## src/rtl/eth_rxpause_pkg.sv

```systemverilog
// eth_rxpause_pkg: shared types and constants for the receive-side PAUSE
// frame controller. The receive FSM states, the reserved PAUSE multicast
// destination and the byte offsets of the MAC control header live here.
package eth_rxpause_pkg;

    typedef enum logic [1:0] {
        ST_IDLE    = 2'd0,
        ST_RECV    = 2'd1,
        ST_DISCARD = 2'd2
    } rx_state_e;

    // Reserved MAC control multicast address 01-80-C2-00-00-01
    localparam logic [47:0] PAUSE_MCAST_ADDR = 48'h0180_C200_0001;

    // Header byte offsets, counted from destination byte 0
    localparam logic [5:0] OFS_SRC       = 6'd6;
    localparam logic [5:0] OFS_TYPE      = 6'd12;
    localparam logic [5:0] OFS_OPCODE    = 6'd14;
    localparam logic [5:0] OFS_TIMER     = 6'd16;
    localparam logic [5:0] MIN_PAUSE_LEN = 6'd18;
    localparam logic [5:0] CNT_MAX       = 6'd63;

    // Byte idx (0 = first on the wire) of a 48-bit address
    function automatic logic [7:0] addr_byte(input logic [47:0] addr,
                                             input logic [2:0]  idx);
        logic [7:0] b;
        case (idx)
            3'd0:    b = addr[47:40];
            3'd1:    b = addr[39:32];
            3'd2:    b = addr[31:24];
            3'd3:    b = addr[23:16];
            3'd4:    b = addr[15:8];
            3'd5:    b = addr[7:0];
            default: b = 8'h00;
        endcase
        return b;
    endfunction

endpackage

```

## src/rtl/eth_pausetimer.sv

```systemverilog
// eth_pausetimer: holds the remaining pause quanta and the registered Pause
// request. A load from an accepted PAUSE frame beats a coincident slot tick;
// dropping rx_flow clears the timer outright.
module eth_pausetimer (
    input  logic        clk,
    input  logic        rst,
    input  logic        rx_flow,
    input  logic        load,
    input  logic [15:0] load_val,
    input  logic        slot_tick,
    output logic [15:0] pause_timer,
    output logic        pause
);

    logic [15:0] timer_q, timer_d;
    logic        pause_q, pause_d;

    // Next timer value: clear, load, or saturating decrement on a slot tick
    always_comb begin
        // NOTE: every always_comb output gets a default first so no path can leave it unassigned and infer a latch.
        timer_d = timer_q;
        if (!rx_flow) begin
            timer_d = '0;
        end else if (load) begin
            timer_d = load_val;
        end else if (slot_tick && (timer_q != '0)) begin
            timer_d = timer_q - 16'd1;
        end
        pause_d = (timer_q != '0) && rx_flow;
    end

    // Timer and Pause registers with synchronous reset
    always_ff @(posedge clk) begin
        // NOTE: sequential state uses non-blocking assignments so every flop samples pre-edge values.
        if (rst) begin
            timer_q <= '0;
            pause_q <= 1'b0;
        end else begin
            timer_q <= timer_d;
            pause_q <= pause_d;
        end
    end

    assign pause_timer = timer_q;
    assign pause       = pause_q;

endmodule

```

## src/rtl/eth_rxpausectrl.sv

```systemverilog
// eth_rxpausectrl: parses received frames for MAC control PAUSE requests,
// loads the pause timer on an accepted PAUSE and flags control frames that
// must not reach the host.
// Build option: define ETH_RXPAUSE_UNICAST_EN to also accept PAUSE frames
// addressed to the station address MAC.
module eth_rxpausectrl
    import eth_rxpause_pkg::*;
#(
    parameter logic [15:0] CTRL_TYPE    = 16'h8808,
    parameter logic [15:0] PAUSE_OPCODE = 16'h0001
) (
    input  logic        MRxClk,
    input  logic        RxReset,
    input  logic [7:0]  RxData,
    input  logic        RxValid,
    input  logic        RxStartFrm,
    input  logic        RxEndFrm,
    input  logic        CrcOk,
    input  logic        RxFlow,
    input  logic        PassAll,
    input  logic [47:0] MAC,
    input  logic        SlotTick,
    output logic        Pause,
    output logic        ReceivedPauseFrm,
    output logic        DropFrame,
    output logic [15:0] PauseTimer
);

`ifdef ETH_RXPAUSE_UNICAST_EN
    localparam bit UNICAST_EN = 1'b1;
`else
    localparam bit UNICAST_EN = 1'b0;
`endif

    rx_state_e   state_q, state_d;
    logic [5:0]  cnt_q, cnt_d;
    logic        mc_hit_q, mc_hit_d;
    logic        uc_hit_q, uc_hit_d;
    logic        type_hi_q, type_hi_d;
    logic        ctrl_type_q, ctrl_type_d;
    logic        op_hi_q, op_hi_d;
    logic        pause_op_q, pause_op_d;
    logic [15:0] timer_val_q, timer_val_d;
    logic        rx_pause_q, rx_pause_d;
    logic        drop_q, drop_d;

    logic        start;
    logic        discard;
    logic        accept;

    assign start   = RxValid && RxStartFrm;
    // Leave RECV once neither address can still match, or once the type field is known not to be MAC control
    assign discard = !(mc_hit_q || uc_hit_q) ||
                     ((cnt_q >= OFS_OPCODE) && !ctrl_type_q);

    // State and header-tracking registers
    always_ff @(posedge MRxClk) begin
        if (RxReset) begin
            state_q     <= ST_IDLE;
            cnt_q       <= '0;
            mc_hit_q    <= 1'b0;
            uc_hit_q    <= 1'b0;
            type_hi_q   <= 1'b0;
            ctrl_type_q <= 1'b0;
            op_hi_q     <= 1'b0;
            pause_op_q  <= 1'b0;
            timer_val_q <= '0;
            rx_pause_q  <= 1'b0;
            drop_q      <= 1'b0;
        end else begin
            state_q     <= state_d;
            cnt_q       <= cnt_d;
            mc_hit_q    <= mc_hit_d;
            uc_hit_q    <= uc_hit_d;
            type_hi_q   <= type_hi_d;
            ctrl_type_q <= ctrl_type_d;
            op_hi_q     <= op_hi_d;
            pause_op_q  <= pause_op_d;
            timer_val_q <= timer_val_d;
            rx_pause_q  <= rx_pause_d;
            drop_q      <= drop_d;
        end
    end

    // Next-state: a frame start restarts reception from any state
    always_comb begin
        state_d = state_q;
        if (start) begin
            state_d = ST_RECV;
        end else begin
            case (state_q)
                ST_RECV: begin
                    if (RxEndFrm)     state_d = ST_IDLE;
                    else if (discard) state_d = ST_DISCARD;
                end
                ST_DISCARD: begin
                    if (RxEndFrm) state_d = ST_IDLE;
                end
                default: state_d = ST_IDLE;
            endcase
        end
    end

    // Header parsing: byte counter, address match, type/opcode flags, timer field
    always_comb begin
        cnt_d       = cnt_q;
        mc_hit_d    = mc_hit_q;
        uc_hit_d    = uc_hit_q;
        type_hi_d   = type_hi_q;
        ctrl_type_d = ctrl_type_q;
        op_hi_d     = op_hi_q;
        pause_op_d  = pause_op_q;
        timer_val_d = timer_val_q;
        if (start) begin
            cnt_d       = 6'd1;
            mc_hit_d    = (RxData == PAUSE_MCAST_ADDR[47:40]);
            uc_hit_d    = UNICAST_EN && (RxData == MAC[47:40]);
            type_hi_d   = 1'b0;
            ctrl_type_d = 1'b0;
            op_hi_d     = 1'b0;
            pause_op_d  = 1'b0;
            timer_val_d = '0;
        end else if ((state_q == ST_RECV) && RxValid) begin
            if (cnt_q != CNT_MAX) cnt_d = cnt_q + 6'd1;
            if (cnt_q < OFS_SRC) begin
                mc_hit_d = mc_hit_q &&
                           (RxData == addr_byte(PAUSE_MCAST_ADDR, cnt_q[2:0]));
                uc_hit_d = uc_hit_q && UNICAST_EN &&
                           (RxData == addr_byte(MAC, cnt_q[2:0]));
            end
            case (cnt_q)
                OFS_TYPE:          type_hi_d   = (RxData == CTRL_TYPE[15:8]);
                OFS_TYPE + 6'd1:   ctrl_type_d = type_hi_q && (RxData == CTRL_TYPE[7:0]);
                OFS_OPCODE:        op_hi_d     = (RxData == PAUSE_OPCODE[15:8]);
                OFS_OPCODE + 6'd1: pause_op_d  = op_hi_q && (RxData == PAUSE_OPCODE[7:0]);
                OFS_TIMER:         timer_val_d[15:8] = RxData;
                OFS_TIMER + 6'd1:  timer_val_d[7:0]  = RxData;
                default: ;
            endcase
        end
    end

    // End-of-frame decisions: accept the PAUSE and/or hide the control frame
    always_comb begin
        accept = (state_q == ST_RECV) && RxEndFrm && !start &&
                 (mc_hit_q || uc_hit_q) && ctrl_type_q && pause_op_q &&
                 CrcOk && (cnt_q >= MIN_PAUSE_LEN) && RxFlow;
        rx_pause_d = accept;
        drop_d     = (state_q == ST_RECV) && RxEndFrm && !start &&
                     ctrl_type_q && !PassAll;
    end

    eth_pausetimer u_pausetimer (
        .clk         (MRxClk),
        .rst         (RxReset),
        .rx_flow     (RxFlow),
        .load        (accept),
        .load_val    (timer_val_q),
        .slot_tick   (SlotTick),
        .pause_timer (PauseTimer),
        .pause       (Pause)
    );

    assign ReceivedPauseFrm = rx_pause_q;
    assign DropFrame        = drop_q;

endmodule

```

## config.mk

```make
export PLATFORM = sky130hd
export DESIGN_NAME = eth_rxpausectrl
export DESIGN_NICKNAME = d
export VERILOG_FILES = /design/src/rtl/eth_rxpause_pkg.sv /design/src/rtl/eth_pausetimer.sv /design/src/rtl/eth_rxpausectrl.sv
export SDC_FILE = /design/constraint.sdc
export NUM_CORES = 1
export LEC_CHECK = 0
export BUFFER_PORTS_ARGS = -buffer_cell sky130_fd_sc_hd__buf_2
export CORE_MARGIN = 2
export CORE_UTILIZATION = 53
export DETAILED_ROUTE_END_ITERATION = 8
export PLACE_DENSITY_LB_ADDON = 0.25
export SYNTH_ARGS = -nofsm -noshare
export SYNTH_HDL_FRONTEND = slang
export SYNTH_SLANG_ARGS = --single-unit
```

## constraint.sdc

```tcl
create_clock -name MRxClk -period 5.6 [get_ports MRxClk]
set_input_delay 1.12 -clock MRxClk [delete_from_list [all_inputs] [get_ports MRxClk]]
set_output_delay 1.12 -clock MRxClk [all_outputs]
set_load 0.005 [all_outputs]
```

==> impl_metrics.json, run 1 <==
{
  "status": "complete, no violations",
  "fp.dieH_um": 71.0,
  "cts_tree": "yes",
  "die_area_mm2": 0.00504,
  "power_switching_uw": 629,
  "post_cts_buffers": 0,
  "crit_path_max_fanout": 19,
  "drtIter0Drc": 178,
  "p_per_area_mw_per_mm2": 575,
  "grt_pass1_wl_mm": 9.34,
  "clkTransAtPathRegs_ns": 0.09,
  "switching_share": 0.406,
  "die_w_um": 71.0,
  "cts_sinks": 48,
  "synth_top_area_frac": 0.404,
  "firstDrtPassIters": 4,
  "wl_per_cell_um": 15.2,
  "grtUsageTotal": 0.229,
  "syn-cell-area_mm2": 0.00238,
  "clock_skew_ns": 0.00838,
  "cp.arrival_ns": 2.78,
  "worstMarginPinSlew_ns": 1.07,
  "cts-buffers-inserted": 5,
  "yosysWarnings": 0,
  "ys_seq_area_frac": 0.404,
  "design.portCount": 84,
  "max-cap-violations": 0,
  "post_cts_resized": 0,
  "postSynthCellCount": 274,
  "synth-edff-count": 0,
  "holdBufCountCts": 0,
  "synth_cell_types": 42,
  "min_period_ns": 2.61,
  "worstSetupStartpointType": "primary input",
  "final.setup.tns_ns": 0,
  "layout_setup_ws_ns": 2.99,
  "clock.fmax_ghz": 0.384,
  "grt_use_met3": 0.0456,
  "clockBufferDepth": 2,
  "fin_crit_sh": 0.465,
  "syn_to_final_growth_pct": 13.3,
  "worstSetupPathType": "in -> reg",
  "rows": 24,
  "grt_util_met2": 0.358,
  "fillers": 387,
  "hold_viol": 0,
  "drt-total-wl_mm": 5.44,
  "synth_most_common_cell": "dfxtp_1",
  "antenna_cells": 0,
  "pwr-share-clk": 0.177,
  "p_int_uw": 920,
  "syn_avg_cell_area_um2": 8.68,
  "hpwlAfterDp_mm": 3.93,
  "ctsHtreeMaxLevel": 2,
  "antenna_found_initial": 0,
  "required_ns": 5.78,
  "rsz0062_at_grt": "no",
  "final_nets": 376,
  "via_per_inst": 5.88,
  "cts_root_buf": "clkbuf_8",
  "pre_cts_ws_ns": 2.73,
  "grt_max_degree": 29,
  "synth_common_cells": "48 x dfxtp_1, 32 x nor2_1, 24 x a21oi_1",
  "synthFlopType": "dfxtp_1",
  "totalPowerFinal_mw": 1.55,
  "portBuffers": 35,
  "irDropWorstVdd_mv": 0.293,
  "synth_area_leaders": "dfxtp_1 40%, mux2i_1 7.2%, a21oi_1 5.1%",
  "drv_slew": 0,
  "num_vias": 2106,
  "insertion_delay_ns": 0.30,
  "grt_pass1_vias": 1903,
  "synthesis.nets": 345,
  "gr-usage-met1": 0.321,
  "initial_core_util": 0.550,
  "drc": 0,
  "synth_top_area_cell": "dfxtp_1",
  "fin_hold_ws_ns": 0.484,
  "p_seq_frac": 0.304,
  "slew-limit-headroom": 0.285,
  "hold_class": "reg -> reg",
  "worstSetupEndpointType": "flip-flop",
  "combPwrFrac": 0.519,
  "gp_congestion": 0.865,
  "ys_seq_elements": 48,
  "synthArstFlopShare": 0,
  "multi_input_area_mm2": 0.00135,
  "ff_latch_area_um2": 961,
  "coreArea_mm2": 0.00432,
  "drive_gt1_frac": 0.154,
  "setup_viol": 0,
  "grt_overflow": 0,
  "ant_nets": 0,
  "busiest_layer": "met2",
  "p_leak_nw": 1.13
}
-- critical path, cell delays in order --
cell and delay, ns:
buf_2 0.12, nand2_1 0.20, o21ai_0 0.14, or4b_1 0.76, o21ai_0 0.37, a21oi_1 0.07
-- metal layers --
| layer | wire [um] | up-vias | part of all wire |
|---|---|---|---|
| met3 | 301 | 8 | 0.055 |
| li1 | - | 1050 | - |
| met4 | 59 | 0 | 0.011 |
| met5 | 0 | - | 0 |
| met1 | 2580 | 979 | 0.47 |
| met2 | 2500 | 69 | 0.46 |
-- area by class of cell --
cell class	count	area share
Tap cell	52	0.0242
Inverter	5	0.00697
Timing Repair Buffer	35	0.0650
Sequential cell	48	0.357
Multi-Input combinational cell	210	0.500
Clock inverter	1	0.0111
Clock buffer	7	0.0358
-- cell usage in the layout (no fill, tap or decap), types with 2 or more instances in the layout --
cell type / count
nand2_1: 21
xnor2_1: 9
nor2b_1: 3
nand3b_1: 2
and3_1: 2
o21ai_1: 3
nand4_1: 12
or4b_1: 3
or4_4: 2
buf_2: 35
nor3_1: 7
nor2_1: 32
a21oi_1: 24
nor4_1: 7
ha_1: 6
nand2b_1: 2
mux2i_1: 17
inv_1: 5
a31oi_1: 3
nand4b_1: 4
clkbuf_8: 7
o21ai_0: 16
dfxtp_1: 48
xor2_1: 11
nand3_1: 6
or4_1: 3
-- metrics by stage --
| step | instances | instance area [um^2] | util |
|---|---|---|---|
| after floorplan | 274 | 2380 | - |
| final | 358 | 2690 | 0.623 |
| after detailed placement | 350 | 2570 | 0.594 |
| after global placement | 350 | 2570 | 0.594 |
| after global routing | 358 | 2690 | 0.623 |
| after CTS | 358 | 2690 | 0.623 |
-- cell families after synthesis --
family	synth area share
simple gates	0.258
mux	0.0763
compound gates	0.127
flops	0.404
buf+inv	0.0289
fa+ha+maj	0.0316
xor+xnor	0.0737
-- power by group through the flow --
stage	clock network, mW	registers [mW]	logic [mW]
after global routing	0.292	0.482	0.908
after floorplan	0	0.474	0.652
after CTS	0.278	0.470	0.801
final	0.274	0.471	0.803
after global placement	0	0.475	0.782
after detailed placement	0	0.478	0.794
-- flip-flops by register name, summed over array words and instances (netlist names), 2 cells and up --
register,cells
cnt_q,6
state_q,2
timer_val_q,16
u_pausetimer.pause_timer,16
-- path summary, 6_finish.rpt --
check                              start                           end  slack (ns)  cells after the start
max reg2reg  u_pausetimer.pause_timer[0]  u_pausetimer.pause_timer[15]        3.28                      7
max                              RxValid  u_pausetimer.pause_timer[12]        2.99                      6
min reg2reg                      op_hi_q                       op_hi_q        0.48                      2
min                              op_hi_q                       op_hi_q        0.48                      2
Power figures use the tool's default switching activity.
==> inputs of run 2 (changes only) <==
--- a/config.mk
+++ b/config.mk
@@ -5,9 +5,10 @@
 export SDC_FILE = /design/constraint.sdc
 export NUM_CORES = 1
 export LEC_CHECK = 0
+export ABC_AREA = 1
 export BUFFER_PORTS_ARGS = -buffer_cell sky130_fd_sc_hd__buf_2
 export CORE_MARGIN = 2
-export CORE_UTILIZATION = 53
+export CORE_UTILIZATION = 51
 export DETAILED_ROUTE_END_ITERATION = 8
 export PLACE_DENSITY_LB_ADDON = 0.25
 export SYNTH_ARGS = -nofsm -noshare
==> constraint.sdc (replaced) <==
create_clock -name MRxClk -period 2.6 [get_ports MRxClk]
set_input_delay 0.52 -clock MRxClk [delete_from_list [all_inputs] [get_ports MRxClk]]
set_output_delay 0.52 -clock MRxClk [all_outputs]
set_load 0.005 [all_outputs]
==> impl_metrics.json, run 2 <==
{
  "grt_pass1_vias": 2361,
  "yosysWarnings": 0,
  "hpwlAfterDp_mm": 4.68,
  "cp.arrival_ns": 2.15,
  "totalPowerFinal_mw": 1.29,
  "post_cts_buffers": 0,
  "synthFlopType": "dfxtp_1",
  "synth_top_area_cell": "dfxtp_1",
  "ys_seq_elements": 48,
  "postSynthCellCount": 408,
  "gp_congestion": 0.953,
  "worstSetupPathType": "reg -> reg",
  "design.portCount": 84,
  "worstSetupEndpointType": "flip-flop",
  "drt-total-wl_mm": 6.14,
  "drc": 0,
  "crit_path_max_fanout": 20,
  "drtIter0Drc": 144,
  "irDropWorstVdd_mv": 0.296,
  "gr-usage-met1": 0.251,
  "via_per_inst": 5.14,
  "ys_seq_area_frac": 0.359,
  "insertion_delay_ns": 0.30,
  "fin_crit_sh": 0.736,
  "cts_root_buf": "clkbuf_8",
  "synth_most_common_cell": "nand2_1",
  "combPwrFrac": 0.063,
  "grtUsageTotal": 0.213,
  "p_leak_nw": 1.39,
  "synth_common_cells": "95 x nand2_1, 54 x inv_1, 48 x dfxtp_1",
  "fp.dieH_um": 76.5,
  "cts-buffers-inserted": 5,
  "clock.fmax_ghz": 0.523,
  "clkTransAtPathRegs_ns": 0.09,
  "drv_slew": 0,
  "syn_to_final_growth_pct": 11.0,
  "slew-limit-headroom": 0.549,
  "synth_area_leaders": "dfxtp_1 36%, nand2_1 13%, nand3_1 8.2%",
  "wl_per_cell_um": 12.0,
  "final_common_cell": "nand2_1",
  "antenna_found_initial": 0,
  "grt_overflow": 0,
  "firstDrtPassIters": 4,
  "grt_util_met2": 0.381,
  "p_per_area_mw_per_mm2": 433,
  "p_int_uw": 982,
  "holdBufCountCts": 0,
  "synth_top_area_frac": 0.359,
  "drive_gt1_frac": 0.129,
  "power_switching_uw": 305,
  "clock_skew_ns": 0.00931,
  "busiest_layer": "met2",
  "grt_use_met3": 0.0427,
  "fillers": 502,
  "setup_viol": 0,
  "initial_core_util": 0.528,
  "die_area_mm2": 0.00585,
  "ctsHtreeMaxLevel": 2,
  "rows": 26,
  "p_seq_frac": 0.576,
  "portBuffers": 35,
  "final_nets": 512,
  "clockBufferDepth": 2,
  "cts_tree": "yes",
  "ant_nets": 0,
  "hold_viol": 0,
  "syn-cell-area_mm2": 0.00268,
  "synthArstFlopShare": 0,
  "final_cell_mix": "95 x nand2_1, 54 x inv_1, 48 x dfxtp_1",
  "switching_share": 0.237,
  "required_ns": 2.84,
  "status": "complete, no violations",
  "pwr-share-clk": 0.361,
  "num_vias": 2630,
  "hold_class": "in -> reg",
  "post_cts_resized": 0,
  "fin_hold_ws_ns": 0.371,
  "final.setup.tns_ns": 0,
  "grt_max_degree": 21,
  "coreArea_mm2": 0.00507,
  "cts_sinks": 48,
  "synth-edff-count": 0,
  "worstMarginPinSlew_ns": 0.676,
  "rsz0062_at_grt": "no",
  "min_period_ns": 1.91,
  "max-cap-violations": 0,
  "antenna_cells": 0,
  "worstSetupStartpointType": "flip-flop",
  "syn_avg_cell_area_um2": 6.57,
  "synthesis.nets": 479,
  "die_w_um": 76.5,
  "synth_cell_types": 28,
  "grt_pass1_wl_mm": 10.3
}
run 2: area by class of cell:
cell class | instances | area (um^2) | area share
Tap cell | 70 | 87.6 | 0.0294
Inverter | 57 | 214 | 0.0719
Multi-Input combinational cell | 293 | 1440 | 0.484
Timing Repair Buffer | 36 | 183 | 0.0614
Sequential cell | 48 | 961 | 0.323
Clock buffer | 8 | 90.1 | 0.0303
run 2: path summary, 6_finish.rpt:
check	startpoint	end	cells after the start	slack, ns
min reg2reg	op_hi_q	op_hi_q	2	0.45
min	PassAll	DropFrame	2	0.37
max	cnt_q[1]	u_pausetimer.pause_timer[2]	9	0.69
max reg2reg	cnt_q[1]	u_pausetimer.pause_timer[2]	9	0.69
run 2: kinds of logic (layout without fill, tap and decap cells):
group | Yosys count | count (layout) | share of synthesized area
XOR/XNOR | 8 | 8 | 0.0261
flip-flops | 48 | 48 | 0.359
adder cells (fa/ha/maj) | 6 | 6 | 0.0280
buffers and inverters | 67 | 101 | 0.105
AO/OA/AOI/OAI | 71 | 71 | 0.139
AND/OR/NAND/NOR | 208 | 208 | 0.344
run 2: per-layer routing:
metal,vias to the layer above,wire length (um)
met5,-,0
met4,0,146
met3,14,284
met2,73,2950
met1,1161,2760
li1,1382,-
run 2: power by group through the flow:
stage | clock (mW) | sequential [mW] | combinational (mW)
2_1_floorplan | 0 | 0.758 | 0.0492
3_3_place_gp | 0 | 0.759 | 0.0800
3_5_place_dp | 0 | 0.759 | 0.0808
4_1_cts | 0.475 | 0.742 | 0.0811
5_1_grt | 0.504 | 0.743 | 0.0917
6_report | 0.465 | 0.742 | 0.0809
run 2: worst max-delay path, cell delays in order, from the launching register on:
cell and delay [ns]:
dfxtp_1 0.36, inv_1 0.16, nand3_1 0.11, nand2_1 0.16
inv_1 0.07, nand2_1 0.51, nand3_1 0.21, nor2_1 0.14
nor2_1 0.06, nor2_1 0.07
run 2: metrics by stage:
step / utilization / cells / cell area [um^2] / worst slack, ns
floorplan: - / 408 / 2680 / 1.16
global placement: 0.568 / 504 / 2880 / 0.500
detailed placement: 0.568 / 504 / 2880 / 0.520
CTS: 0.586 / 512 / 2970 / 0.669
global route: 0.586 / 512 / 2970 / 0.491
finish: 0.586 / 512 / 2970 / 0.687
==> inputs of run 3 (changes only) <==
--- a/config.mk
+++ b/config.mk
@@ -5,10 +5,10 @@
 export SDC_FILE = /design/constraint.sdc
 export NUM_CORES = 1
 export LEC_CHECK = 0
-export ABC_AREA = 1
+export ABC_AREA = 0
 export BUFFER_PORTS_ARGS = -buffer_cell sky130_fd_sc_hd__buf_2
 export CORE_MARGIN = 2
-export CORE_UTILIZATION = 51
+export CORE_UTILIZATION = 50
 export DETAILED_ROUTE_END_ITERATION = 8
 export PLACE_DENSITY_LB_ADDON = 0.25
 export SYNTH_ARGS = -nofsm -noshare
==> constraint.sdc (replaced) <==
create_clock -name MRxClk -period 1.8 [get_ports MRxClk]
set_input_delay 0.36 -clock MRxClk [delete_from_list [all_inputs] [get_ports MRxClk]]
set_output_delay 0.36 -clock MRxClk [all_outputs]
set_load 0.005 [all_outputs]
==> impl_metrics.json, run 3 (synthesis results as in run 1) <==
{
  "rows": 25,
  "crit_path_max_fanout": 8,
  "critPathMaxStageDelay_ns": 0.57,
  "via_per_inst": 5.43,
  "fp.dieH_um": 73.0,
  "cp_slowest_cell": "or4_4",
  "final_common_cell": "dfxtp_1",
  "rsz0062_at_grt": "yes",
  "hold_viol": 0,
  "worstSetupEndpointType": "flip-flop",
  "fin_crit_sh": 1.15,
  "crit_chain": "inv_2 -> ha_4 -> or4b_4 -> or4_4 -> nand4b_1 -> xor2_1 -> a21oi_1",
  "pre_cts_ws_ns": -0.262,
  "drt-total-wl_mm": 5.77,
  "p_per_area_mw_per_mm2": 1820,
  "final.setup.tns_ns": -2.82,
  "r2r-start": "u_pausetimer.pause_timer[0]",
  "hold_class": "in -> reg",
  "drtIter0Drc": 60,
  "worstSetupPathType": "reg -> reg",
  "coreArea_mm2": 0.00466,
  "die_w_um": 73.0,
  "clockBufferDepth": 2,
  "fillers": 397,
  "clkTransAtPathRegs_ns": 0.08,
  "num_vias": 2192,
  "p_leak_nw": 1.36,
  "max-cap-violations": 0,
  "drv_slew": 0,
  "r2r_cells": 7,
  "reg2reg_slack_ns": -0.26,
  "ant_nets": 0,
  "antenna_found_initial": 0,
  "grt_overflow": 0,
  "violations": "setup timing",
  "stdcell_area_mm2": 0.00306,
  "layout_setup_ws_ns": -0.264,
  "totalPowerFinal_mw": 5.59,
  "cts_root_buf": "clkbuf_8",
  "min_to": "DropFrame",
  "required_ns": 1.99,
  "cts-buffers-inserted": 5,
  "grt_pass1_vias": 2000,
  "irDropWorstVdd_mv": 1.62,
  "drive_gt1_frac": 0.297,
  "antenna_cells": 0,
  "holdPathStages": 2,
  "setup_viol": 16,
  "placed_area_mm2": 0.00294,
  "hold_start": "PassAll",
  "grt_max_degree": 21,
  "drc": 0,
  "cts_sinks": 48,
  "clock.fmax_ghz": 0.485,
  "worstSetupStartpointType": "flip-flop",
  "gp_congestion": 0.867,
  "wl_per_cell_um": 14.3,
  "grtUsageTotal": 0.228,
  "hpwlAfterDp_mm": 4.32,
  "portBuffers": 35,
  "status": "finished with violations",
  "cp.arrival_ns": 2.25,
  "design.portCount": 84,
  "ctsHtreeMaxLevel": 2,
  "worstMarginPinSlew_ns": 0.422,
  "clock_skew_ns": 0.00552,
  "final_nets": 421,
  "die_area_mm2": 0.00532,
  "grt_pass1_wl_mm": 9.37,
  "min_period_ns": 2.06,
  "firstDrtPassIters": 5,
  "slew-limit-headroom": 0.716,
  "final_cell_mix": "45 x dfxtp_1, 44 x buf_4, 35 x buf_2",
  "cts_tree": "yes",
  "syn_to_final_growth_pct": 28.8,
  "worst_r2r_endpoint": "u_pausetimer.pause_timer[8]",
  "initial_core_util": 0.510,
  "insertion_delay_ns": 0.30,
  "holdBufCountCts": 0
}
[run 3: worst max-delay path by stage]
stage | from | to | cells past startpoint
floorplan | u_pausetimer.pause_timer[0] | u_pausetimer.pause_timer[10] | 8
global placement | u_pausetimer.pause_timer[1] | u_pausetimer.pause_timer[8] | 7
detailed placement | u_pausetimer.pause_timer[1] | u_pausetimer.pause_timer[2] | 7
CTS | u_pausetimer.pause_timer[0] | u_pausetimer.pause_timer[2] | 7
global route | u_pausetimer.pause_timer[0] | u_pausetimer.pause_timer[8] | 7
finish | u_pausetimer.pause_timer[0] | u_pausetimer.pause_timer[8] | 7
[run 3: repair_timing]
action | CTS | global route
resized for setup | 4 | 1
buffers inserted | 0 | 1
endpoints found under the setup margin | 16 | 16
pin swaps | 7 | 6
[run 3: area by class of cell]
class | count | area (um^2) | share of cell area
multi-input cells | 210 | 1400 | 0.456
flip-flops and latches | 48 | 967 | 0.316
repair buffers | 80 | 517 | 0.169
clock buffers | 7 | 96.3 | 0.0315
well taps | 54 | 67.6 | 0.0221
inverters | 5 | 18.8 | 0.00613
[run 3: critical path: cells and delay by family (launching register included)]
kind | cells | cell delay (ns)
adder cells (fa/ha/maj) | 1 | 0.13
AO/OA/AOI/OAI | 1 | 0.09
flip-flops | 1 | 0.33
AND/OR/NAND/NOR | 3 | 1.17
XOR/XNOR | 1 | 0.17
buffers and inverters | 1 | 0.07
[run 3: per-stage QoR]
step                      hold WS (ns)  cells  utilization
after floorplan                  0.429    274            -
after global placement           0.445    396        0.631
after detailed placement         0.463    396        0.631
after CTS                        0.205    403        0.656
after global routing             0.228    404        0.657
final                            0.208    404        0.657
[run 3: layer usage]
metal,global-route usage,wire (um),vias up,share of wire
met3,0.0387,151,9,0.026
met4,0.0741,91,0,0.016
met2,0.378,2730,36,0.47
met1,0.303,2790,1011,0.48
li1,-,-,1136,-
met5,0,0,-,0
[run 3: power breakdown]
part	total [mW]	switching (mW)	leakage [nW]	internal, mW
Clock	0.680	0.337	0.0503	0.342
Sequential	1.35	0.0927	0.390	1.25
Combinational	3.56	1.76	0.916	1.80
